===== config.mk =====
export PLATFORM = sky130hd
export DESIGN_NAME = lcd_bus_arbiter
export DESIGN_NICKNAME = d
export VERILOG_FILES = /design/src/rtl/lcd_bus_arbiter.sv
export SDC_FILE = /design/constraint.sdc
export NUM_CORES = 1
export LEC_CHECK = 0
export BUFFER_PORTS_ARGS = -buffer_cell sky130_fd_sc_hd__buf_4
export CAP_MARGIN = 20
export CORE_MARGIN = 3
export CORE_UTILIZATION = 51
export DETAILED_ROUTE_END_ITERATION = 10
export GPL_TIMING_DRIVEN = 0
export PLACE_DENSITY_LB_ADDON = 0.05
export SLEW_MARGIN = 0
export SYNTH_ARGS = -nofsm -noshare
export SYNTH_HDL_FRONTEND = slang
export SYNTH_SLANG_ARGS = --single-unit

===== constraint.sdc =====
create_clock -name clk -period 3.3 [get_ports clk]
set_input_delay 0.165 -clock clk [delete_from_list [all_inputs] [get_ports clk]]
set_output_delay 0.165 -clock clk [all_outputs]
set_load 0.01 [all_outputs]

===== src/rtl/lcd_bus_arbiter.sv =====
// lcd_bus_arbiter: shares one HD44780-style character-LCD bus between
// several requesters. Grants are round-robin, one byte at a time. The block
// generates the enable pulse and the post-write busy delay itself. A lock
// held by the current owner keeps the bus for multi-byte sequences.
module lcd_bus_arbiter #(
  parameter int NUM_REQ   = 3,
  parameter int EN_CYCLES = 20,
  parameter int T_CHAR    = 2500,
  parameter int T_LONG    = 100000
) (
  input  logic                 clk,
  input  logic                 rst_n,
  input  logic [NUM_REQ-1:0]   req,
  input  logic [NUM_REQ-1:0]   req_rs,
  input  logic [8*NUM_REQ-1:0] req_data,
  input  logic [NUM_REQ-1:0]   lock,
  output logic [NUM_REQ-1:0]   ack,
  output logic [2:0]           owner,
  output logic                 busy,
  output logic                 lcd_rs,
  output logic                 lcd_rw,
  output logic                 lcd_en,
  output logic [7:0]           lcd_data
);

  localparam int MAX_A   = (T_LONG > EN_CYCLES) ? T_LONG : EN_CYCLES;
  localparam int CNT_MAX = (MAX_A > T_CHAR) ? MAX_A : T_CHAR;
  localparam int CW      = $clog2(CNT_MAX + 1);

  localparam logic [CW-1:0] EN_LAST   = CW'(EN_CYCLES - 1);
  localparam logic [CW-1:0] CHAR_LAST = CW'(T_CHAR - 1);
  localparam logic [CW-1:0] LONG_LAST = CW'(T_LONG - 1);

  typedef enum logic [2:0] {IDLE, SETUP, PULSE, WAIT, DONE} state_t;

  state_t          state_q, state_d;
  logic [CW-1:0]   cnt_q, cnt_d;
  logic [2:0]      owner_q, owner_d;
  logic            lcd_rs_q, lcd_rs_d;
  logic [7:0]      lcd_data_q, lcd_data_d;
  logic            long_q, long_d;

  logic [7:0]      req_pad, lock_pad, rs_pad;
  logic [7:0][7:0] data_pad;
  logic            grant_valid;
  logic [2:0]      grant_idx;
  logic [3:0]      cand;
  logic            sel_rs;
  logic [7:0]      sel_data;
  logic            sel_long;

  // Widen the per-requester inputs to 8 slots so a 3-bit index is always in range
  always_comb begin
    req_pad                    = '0;
    lock_pad                   = '0;
    rs_pad                     = '0;
    data_pad                   = '0;
    req_pad[NUM_REQ-1:0]       = req;
    lock_pad[NUM_REQ-1:0]      = lock;
    rs_pad[NUM_REQ-1:0]        = req_rs;
    data_pad[NUM_REQ-1:0]      = req_data;
  end

  // Pick the winner: the locked owner only, else the first requester after the owner
  always_comb begin
    grant_valid = 1'b0;
    grant_idx   = owner_q;
    cand        = '0;
    if (lock_pad[owner_q]) begin
      grant_valid = req_pad[owner_q];
    end else begin
      for (int i = NUM_REQ; i >= 1; i--) begin
        cand = {1'b0, owner_q} + 4'(i);
        if (cand >= 4'(NUM_REQ)) begin
          cand = cand - 4'(NUM_REQ);
        end
        if (req_pad[cand[2:0]]) begin
          grant_valid = 1'b1;
          grant_idx   = cand[2:0];
        end
      end
    end
  end

  // Fetch the winner's byte and decide whether it is a slow Clear/Home command
  always_comb begin
    sel_rs   = rs_pad[grant_idx];
    sel_data = data_pad[grant_idx];
    sel_long = !sel_rs && (sel_data == 8'h01 || sel_data == 8'h02 || sel_data == 8'h03);
  end

  // Next-state logic; the counter restarts from zero on every state change
  always_comb begin
    state_d    = state_q;
    cnt_d      = cnt_q + CW'(1);
    owner_d    = owner_q;
    lcd_rs_d   = lcd_rs_q;
    lcd_data_d = lcd_data_q;
    long_d     = long_q;
    case (state_q)
      IDLE: begin
        cnt_d = '0;
        if (grant_valid) begin
          state_d    = SETUP;
          owner_d    = grant_idx;
          lcd_rs_d   = sel_rs;
          lcd_data_d = sel_data;
          long_d     = sel_long;
        end
      end
      SETUP: begin
        state_d = PULSE;
        cnt_d   = '0;
      end
      PULSE: begin
        if (cnt_q == EN_LAST) begin
          state_d = WAIT;
          cnt_d   = '0;
        end
      end
      WAIT: begin
        if (cnt_q == (long_q ? LONG_LAST : CHAR_LAST)) begin
          state_d = DONE;
          cnt_d   = '0;
        end
      end
      DONE: begin
        state_d = IDLE;
        cnt_d   = '0;
      end
      default: begin
        state_d = IDLE;
        cnt_d   = '0;
      end
    endcase
  end

  // State and latched-byte registers; reset leaves requester 0 first in line
  always_ff @(posedge clk or negedge rst_n) begin
    if (!rst_n) begin
      state_q    <= IDLE;
      cnt_q      <= '0;
      owner_q    <= 3'(NUM_REQ - 1);
      lcd_rs_q   <= 1'b0;
      lcd_data_q <= 8'h00;
      long_q     <= 1'b0;
    end else begin
      state_q    <= state_d;
      cnt_q      <= cnt_d;
      owner_q    <= owner_d;
      lcd_rs_q   <= lcd_rs_d;
      lcd_data_q <= lcd_data_d;
      long_q     <= long_d;
    end
  end

  // Outputs decoded straight from the state so reset clears them at once
  always_comb begin
    for (int i = 0; i < NUM_REQ; i++) begin
      ack[i] = (state_q == DONE) && (owner_q == 3'(i));
    end
    owner    = owner_q;
    busy     = (state_q != IDLE);
    lcd_en   = (state_q == PULSE);
    lcd_rw   = 1'b0;
    lcd_rs   = lcd_rs_q;
    lcd_data = lcd_data_q;
  end

endmodule


==> results_dict.tcl <==
set metrics [dict create \
    die_x_um 78.95 \
    clock_sinks 33 \
    reg2reg_slack_ns -0.12 \
    yosys_most_used_dff "dfrtp_1" \
    drcViolationCount 0 \
    relSlewSlack_pct 51.05 \
    synth-seq-area-share_pct 30.47 \
    async_flop_share_pct 100.0 \
    hp-class "in -> reg" \
    setup_viol 4 \
    worstPathMaxFanout 6 \
    antenna_found_initial 0 \
    synthesis.area_um2 2714 \
    yosysWarnings 0 \
    yosysTopAreaCell "dfrtp_1" \
    drtIter0Drc 188 \
    root_buffer "clkbuf_8" \
    worstSkewPairLatency_ns 0.28 \
    cts_buffer_depth 2 \
    min_period_over_period_pct 103.7 \
    fin_area_um2 3650 \
    cp-end-kind "flip-flop" \
    avgViaCountPerCell 5.658 \
    rsz0062_at_grt "yes" \
    synth.area.top_cells "dfrtp_1, mux2i_1, nor2_1" \
    gp_congestion 0.8744 \
    ys_ff_latch 33 \
    hpwlAfterDp_um 4804 \
    grt_use_met3_pct 4.195 \
    status "finished, violations left" \
    timing.max_cap.violations 0 \
    fp.dieH_um 78.95 \
    grt_first_pass_wirelength_um 11430 \
    drv_slew 0 \
    drive_gt1_share_pct 36.51 \
    cts_tree "built" \
    synth_cells 299 \
    final_common_cell "buf_4" \
    track_usage_pct 23.13 \
    clk_pin_slew_ns 0.07 \
    top_usage_layer "met2" \
    port_buffers 50 \
    p_leak_uw 0.001632 \
    hold_path.startpoint "req_data[23]" \
    utilization_pct 73.85 \
    finalWirelength_um 7150 \
    ys_types 73 \
    r2r-start "owner[1]" \
    placed_area_um2 3201 \
    clock.fmax_mhz 292.3 \
    finalHoldViolCount 0 \
    violations "setup timing" \
    num_rows 25 \
    crit_type "reg -> reg" \
    initial_core_util_pct 54.91 \
    cts_htree_levels 2 \
    slowest_delay_ns 0.54 \
    syn_to_final_growth_pct 34.49 \
    globalRouteMet1Util_pct 28.57 \
    fin_cells 445 \
    path_cells "buf_6 > clkinvlp_4 > buf_4 > ha_1 > nand2b_4 > mux2i_2 > mux2i_1 > buf_4 > a2bb2o_4 > a22oi_4 > buf_12 > mux2i_4 > a2bb2oi_2 > a211oi_2 > a41o_1" \
    grt_remaining_overflow 0 \
    antenna_left 0 \
    syn_area_per_cell_um2 9.076 \
    startpoint_type "flip-flop" \
    cpMostUsedCell "buf_4" \
    cts_buffers 5 \
    met2_usage_pct 41.68 \
    synth_top_cell_area_share_pct 29.51 \
    wire_per_inst_um 16.07 \
    dp_cells 416 \
    coreArea_um2 4942 \
    mostFrequentLayoutCells "buf_4, nor2_1, dfrtp_1" \
    period_minus_slack_ns 3.421 \
    startpoint "owner[1]" \
    ir_drop_uv 928.1 \
    n_antenna_cell 0 \
    cp_slowest_cell "dfstp_2" \
    final.setup.tns_ns -0.2632 \
    setup_ws_ns -0.1213 \
    finalClockSkew_ns 0.002705 \
    nets 422 \
    required_ns 3.48 \
    powerDensity_nw_per_um2 1181 \
    synth.net_count 344 \
    synth_edf_count 0 \
    dieArea_um2 6232 \
    worst_pin_slew_ns 0.7240 \
    cp_data_arrival_time_ns 3.60 \
    dr.pass1.iters 4 \
    grt_max_degree 34 \
    ios 53 \
    grt_pass1_vias 2406 \
    via_count 2518 \
]
[worst paths after layout]
path                               end  depth (start not counted)
min reg2reg                 state_q[0]                          1
max in group asynchronous     owner[1]                          2
max                             long_q                         15
max reg2reg                     long_q                         15
min in group asynchronous    cnt_q[13]                          2
min                        lcd_data[7]                          3
[per-stage QoR]
step	setup slack [ns]	total power [uW]	hold slack (ns)
2_1_floorplan	0.01259	2557	-0.1306
3_3_place_gp	-0.3812	3071	0.1289
3_5_place_dp	-0.3568	3108	0.1321
4_1_cts	-0.04493	4039	0.1791
5_1_grt	-0.2682	4590	0.1961
6_report	-0.1213	4310	0.1772
[per-layer routing]
metal,vias to the layer above,share of wire [%]
met5,-,0
met4,0,1.0
met3,6,5.1
met2,64,53
met1,1222,41
li1,1226,-
[power by group]
part           total, uW  internal, uW  switching, uW  leakage, uW
clock network        302           145            156    0.0000439
logic               3380          1670           1710      0.00116
registers            631           527            104     0.000428
total               4310          2340           1970      0.00163
[timing repair]
| item | CTS | global route |
|---|---|---|
| resized for setup | 20 | 22 |
| setup endpoints to repair | 12 | 12 |
| cloned | 2 | 0 |
| setup buffers | 16 | 2 |
| pin swaps | 15 | 10 |
| hold endpoints to repair | 32 | 0 |
| hold buffers | 1 | 0 |
[flip-flops by register name, indices dropped and copies added (netlist names)]
register	count
state_q	3
lcd_data	8
owner	3
cnt_q	17
long_q	1
lcd_rs	1
[synth_stat cells, drive strengths merged, types with 2 or more instances]
library cell,count
o311ai,2
a41o,2
a211o,2
a22oi,2
a21oi,9
mux2i,15
dfrtp,32
o2bb2ai,7
ha,10
nor2b,5
or3b,2
o21ai,13
nand2,22
nor3,8
o211ai,3
xnor2,8
nand4,3
inv,8
and4,2
mux2,3
buf,8
nor3b,2
a2bb2oi,3
a31oi,3
o21bai,4
and3,6
xor2,13
clkbuf,8
nor4,2
nand3,12
nand2b,10
o41ai,2
nor2,36
a21o,2
a32oi,2
o31ai,2
or2,2
and2,5
[cell type report]
type	instances	area (um2)
inverter	8	37.54
tap	67	83.83
clock buffer	5	68.82
clock inverter	3	17.52
multi-input combinational	243	1914
sequential	33	827.0
buffer	16	153.9
timing repair buffer	70	546.8
fill	382	1292
[kinds of logic (layout without fill, tap and decap cells)]
family	after synthesis	after routing	synth area share, %
AO/OA/AOI/OAI	66	67	20.06
XOR/XNOR	21	21	7.331
adder cells (fa/ha/maj)	11	11	5.025
buffers and inverters	24	102	5.901
flip-flops	33	33	30.48
multiplexers	18	18	6.777
other	1	1	0.1382
AND/OR/NAND/NOR	125	125	24.30
[worst max-delay path: cells and delay by family (launching register included)]
family,cells,cell delay [ns]
and+or+nand+nor,1,0.12
buffers and inverters,5,0.73
adders and majority gates,1,0.24
AOI/OAI and AO/OA,5,0.91
muxes,3,0.76
DFF,1,0.54
Note: power is estimated with default switching activity, not from simulation.
